$ cat src/rtl/jt12_pkg.sv
// jt12_pkg: widths and FSM encoding shared by the jt12 serial output path.
package jt12_pkg;

    localparam int FRAME_W = 32;
    localparam int WORD_W  = 16;

    typedef enum logic {
        ST_IDLE = 1'b0,
        ST_RUN  = 1'b1
    } outser_state_t;

endpackage

$ cat src/rtl/jt12_outser_div.sv
// jt12_outser_div: bit clock divider with a strobe on each falling bck edge.
module jt12_outser_div #(
    parameter int BCK_DIV = 2
) (
    input  logic clk,
    input  logic rst,
    input  logic en,
    output logic bck,
    output logic fall
);

    localparam logic [7:0] LAST = 8'(BCK_DIV - 1);

    logic [7:0] div_cnt;
    logic       wrap;

    assign wrap = en && (div_cnt == LAST);
    // fall marks the cycle whose edge takes bck from 1 to 0
    assign fall = wrap && bck;

    always_ff @(posedge clk or posedge rst) begin
        if (rst) begin
            div_cnt <= '0;
            bck     <= 1'b0;
        end else if (wrap) begin
            div_cnt <= '0;
            bck     <= ~bck;
        end else if (en) begin
            div_cnt <= div_cnt + 8'd1;
        end
    end

endmodule

$ cat src/rtl/jt12_outser.sv
// jt12_outser: left-justified serial output of jt12 accumulator samples.
// Define JT12_OUTSER_OVF_EN to add the ovf overwrite-detect pulse output.
module jt12_outser
    import jt12_pkg::*;
#(
    parameter int BCK_DIV = 2
) (
    input  logic        clk,
    input  logic        rst,
    input  logic        sample,
    input  logic [15:0] left,
    input  logic [15:0] right,
    output logic        bck,
    output logic        lrck,
    output logic        sdata,
    output logic        busy
`ifdef JT12_OUTSER_OVF_EN
    ,
    output logic        ovf
`endif
);

    outser_state_t state, state_nx;

    logic [WORD_W-1:0]  hl, hr;
    logic               hvalid;
    logic [FRAME_W-1:0] sr;
    logic [4:0]         bit_cnt;
    logic               fall;
    logic               start, reload, load, mid;

    assign busy   = (state == ST_RUN);
    assign start  = (state == ST_IDLE) && hvalid;
    assign reload = fall && (bit_cnt == 5'(FRAME_W - 1));
    assign mid    = fall && (bit_cnt == 5'(WORD_W - 1));
    assign load   = start || reload;

    jt12_outser_div #(.BCK_DIV(BCK_DIV)) u_div (
        .clk  (clk),
        .rst  (rst),
        .en   (busy),
        .bck  (bck),
        .fall (fall)
    );

    always_ff @(posedge clk or posedge rst) begin
        if (rst) state <= ST_IDLE;
        else     state <= state_nx;
    end

    always_comb begin
        state_nx = state;
        if (state == ST_IDLE && hvalid)
            state_nx = ST_RUN;
    end

    // a strobe in the load cycle wins and keeps hvalid for the next frame
    always_ff @(posedge clk or posedge rst) begin
        if (rst) begin
            hl     <= '0;
            hr     <= '0;
            hvalid <= 1'b0;
        end else if (sample) begin
            hl     <= left;
            hr     <= right;
            hvalid <= 1'b1;
        end else if (load) begin
            hvalid <= 1'b0;
        end
    end

    always_ff @(posedge clk or posedge rst) begin
        if (rst) begin
            sr      <= '0;
            bit_cnt <= '0;
            sdata   <= 1'b0;
            lrck    <= 1'b0;
        end else if (load) begin
            sr      <= {hl, hr};
            bit_cnt <= '0;
            sdata   <= hl[WORD_W-1];
            lrck    <= 1'b0;
        end else if (fall) begin
            sr      <= sr << 1;
            bit_cnt <= bit_cnt + 5'd1;
            sdata   <= sr[FRAME_W-2];
            if (mid) lrck <= 1'b1;
        end
    end

`ifdef JT12_OUTSER_OVF_EN
    always_ff @(posedge clk or posedge rst) begin
        if (rst) ovf <= 1'b0;
        else     ovf <= sample && hvalid && !load;
    end
`endif

endmodule

$ cat config.mk
export PLATFORM = sky130hd
export DESIGN_NAME = jt12_outser
export DESIGN_NICKNAME = d
export VERILOG_FILES = /design/src/rtl/jt12_pkg.sv /design/src/rtl/jt12_outser_div.sv /design/src/rtl/jt12_outser.sv
export SDC_FILE = /design/constraint.sdc
export NUM_CORES = 1
export LEC_CHECK = 0
export BUFFER_PORTS_ARGS = -buffer_cell sky130_fd_sc_hd__buf_2
export CORE_AREA = 4 4 140 75
export CTS_BUF_LIST = sky130_fd_sc_hd__clkbuf_4 sky130_fd_sc_hd__clkbuf_8 sky130_fd_sc_hd__clkbuf_16
export CTS_CLUSTER_SIZE = 30
export DETAILED_ROUTE_END_ITERATION = 12
export DIE_AREA = 0 0 144 79
export SLEW_MARGIN = 25
export SYNTH_ARGS = -nofsm -noshare
export SYNTH_HDL_FRONTEND = slang
export SYNTH_SLANG_ARGS = --single-unit
$ cat constraint.sdc
create_clock -name clk -period 3.08 [get_ports clk]
set_clock_uncertainty 0.1 [all_clocks]
set_input_delay 0.154 -clock clk [delete_from_list [all_inputs] [get_ports clk]]
set_output_delay 0.154 -clock clk [all_outputs]
set_load 0.05 [all_outputs]
==> summary.md <==
| Metric | Value |
|---|---|
| MaxCap Viol Count | `0` |
| Post-DP Area | `3690 um2` |
| Slew margin rel. | `48.3%` |
| Commonest non-fill, non-tap cells in the layout | `dfrtp_1 (81), buf_2 (38), a22o_1 (34)` |
| First-pass GRT wire length | `11200 um` |
| Post-synth top flop | `dfrtp_1` |
| Clk Tree Root Cell | `clkbuf_16` |
| Post-synth ARST share | `between 90% and 100%` |
| Worst-path clk slew | `0.06 ns` |
| R2R Path End | `sr[2]` |
| CP bufs+invs | `1` |
| Floorplan core area | `9230 um2` |
| Worst R2R Path Depth | `7` |
| Share of cells above drive strength 1 | `30.7%` |
| Reg2reg setup slack | `0.52 ns` |
| Fin nets | `358` |
| Via count | `2199` |
| DIE HEIGHT | `79 um` |
| Crit path capture type | `flop` |
| Worst Max-Slew Pin Slew | `0.776 ns` |
| Grt ovf | `0` |
| Number of nets still failing antenna checks after routing | `0` |
| Top achievable clock speed | `390 MHz` |
| Hold Path Depth | `1` |
| Most used cell, CP | `ha_1` |
| Max Slew Vio Count | `0` |
| Yosys Warn Count | `0` |
| Starting density of the core | `37.1%` |
| Syn_area_per_cell | `13.9 um2` |
| Drc violations | `0` |
| IO Pins | `39` |
| Drt via density | `between 4 and 5` |
| Outcome | `complete, no violations` |
| CTS Buf Count | `9` |
| FF+latch count, synth | `81` |
| Pin count of the biggest net entering global routing | `46` |
| Initial antenna violation count | `0` |
| Hold path start | `hvalid` |
| Setup crit start kind | `flop` |
| Delay-heaviest family, CP | `simple AND/OR/NAND/NOR gates` |
| Inserted Diodes | `0` |
| Leakage | `around 2.2 nW` |
| Design area | `4360 um2` |
| Footprint of the multi-input gates | `1250 um2` |
| CTS tree | `done` |
| Total Die Area | `11400 um2` |
| FF+latch area | `2030 um2` |
| Mapped cell area | `3430 um2` |
| Setup tns final | `0 ns` |
| Fin crit period | `2.56 ns` |
| Slowest Stage Delay on Critical Path | `0.59 ns` |
| Setup-failing EPs final | `0` |
| Netlist cell types | `33` |
| Critical Path AT | `2.73 ns` |
| Slowest-stage cell, CP | `nor4_4` |
| Hold Path Class | `flop to flop` |
| Cells along the critical path | `ha_1 > and3_1 > ha_1 > nor4_4 > buf_4 > a22o_1 > a21o_1` |
| All-Layer GR Usage | `13.0%` |
| Number of synthesized flops with an enable pin | `0` |
| Worst-skew pair later-pin latency | `0.33 ns` |
| Syn_nets | `287` |
| WS Path Type | `flop to flop` |
| PortBufs | `38` |
| DPL Wire Length | `4220 um` |
| Mapped Cells | `247` |
| Hold Fails Final Rpt | `0` |
| RSZ-0062 raised after global routing | `false` |
| Post-CTS Resized | `0` |
| CP required | `between 3 and 4 ns` |
| Number of global-route vias before repair | `2220` |
| Commonest non-fill, non-tap cell in the layout | `dfrtp_1` |
| Clock buffer depth | `2` |
| Crit Path Max Fanout | `27` |
| GP Congestion | `0.740` |
| First-pass DRT Iterations | `4` |
| Fill count | `about 840` |
| Crit share post-route | `83.2%` |
| Avg WL per Cell | `about 15 um` |
| Maximum vdd drop | `0.269 mV` |
| Site Rows | `25` |
| Die W | `144 um` |
| P per Cell Area | `572 nW/um2` |
| DRT iter0 DRCs | `121` |
| Register area share after synthesis | `between 50% and 60%` |
| H-tree depth | `3` |
| Clk sinks | `between 80 and 90` |
| Synthesis-to-finish area growth | `27.3%` |
| Worst R2R Start | `bit_cnt[0]` |
| DRT Wirelength | `roughly 6700 um` |
| WHS Endpoint | `busy` |
power breakdown:
group	switching [mW]	total [mW]	internal (mW)	leakage, nW
Sequential	0.0331	1.15	1.12	1.02
Combinational	0.0586	0.158	0.0994	1.05
Clock	0.425	1.18	0.760	0.163
Total	0.517	2.50	1.98	2.23
sequential cells by signal (all words and copies together) (netlist names):
register and count:
busy 1, sdata 1, hvalid 1, bit_cnt 5, hr 16, lrck 1
sr 31, u_div.div_cnt 8, hl 16, u_div.bck 1
how the worst max path moves through the flow:
stage,start,endpoint,cells after the start
floorplan,rst,bit_cnt[0],1
global placement,bit_cnt[0],sr[4],7
detailed placement,bit_cnt[0],sr[9],7
CTS,bit_cnt[0],sr[3],7
global route,bit_cnt[0],sr[18],7
finish,bit_cnt[0],sr[2],7
timing repair:
item                                    in CTS  in global routing
endpoints found under the setup margin       0                  0
endpoints found under the hold margin       75                  0
buffers inserted                             0                  0
hold buffers                                33                  0
cell type report:
type	instances	area share, %
Clock buffer	11	5.80
Multi-Input combinational cell	143	28.8
Tap cell	121	3.47
Inverter	6	0.545
Sequential cell	81	46.5
Clock inverter	5	1.95
Timing Repair Buffer	77	13.0
routing by layer:
metal / up-vias / wire [um] / track usage (%)
li1: 1049 / - / -
met1: 1104 / 3480 / 18.6
met2: 38 / 2820 / 18.0
met3: 8 / 320 / 4.99
met4: 0 / 75 / 4.23
met5: - / 0 / 0
worst register-to-register path, stage by stage (launching register included):
cell and delay (ns):
dfrtp_1 0.42, ha_1 0.24, and3_1 0.22, ha_1 0.26
nor4_4 0.59, buf_4 0.40, a22o_1 0.19, a21o_1 0.08
cells in the mapped netlist (2+ instances only):
cell      number  area [um2]
nand4_1        3        18.8
and3_1         2        12.5
dfrtp_1       81        2030
buf_8          3        45.0
ha_1           5        62.6
a22o_1        34         298
buf_6          2        22.5
buf_2          7        35.0
nand2_1        3        11.3
mux2_2        33         372
inv_1          6        22.5
xnor2_1        4        35.0
xor2_1         3        26.3
clkbuf_1       5        18.8
nor2_1         6        22.5
a21o_1        32         240
a21oi_1        2        10.0
per-stage QoR:
step           hold slack, ns  utilization, %  worst slack, ns  std cells  power [mW]
6_report                0.364            47.3            0.519        444        2.50
3_5_place_dp            0.209            40.0            0.528        395        1.30
5_1_grt                 0.373            47.3            0.322        444        2.60
3_3_place_gp            0.205            40.0            0.679        395        1.30
4_1_cts                 0.365            47.3            0.499        444        2.54
2_1_floorplan           0.206               -            0.746        247        1.25
cell families (layout without fill, tap and decap cells):
group	after synthesis	in the layout	share of synthesized area [%]
AO/OA/AOI/OAI	76	76	17.9
XOR/XNOR	7	7	1.79
adder cells (fa/ha/maj)	5	5	1.83
multiplexers	34	34	11.1
flip-flops	81	81	59.2
buffers and inverters	23	99	4.20
AND/OR/NAND/NOR	21	21	3.98
(Power assumes the default switching activity.)
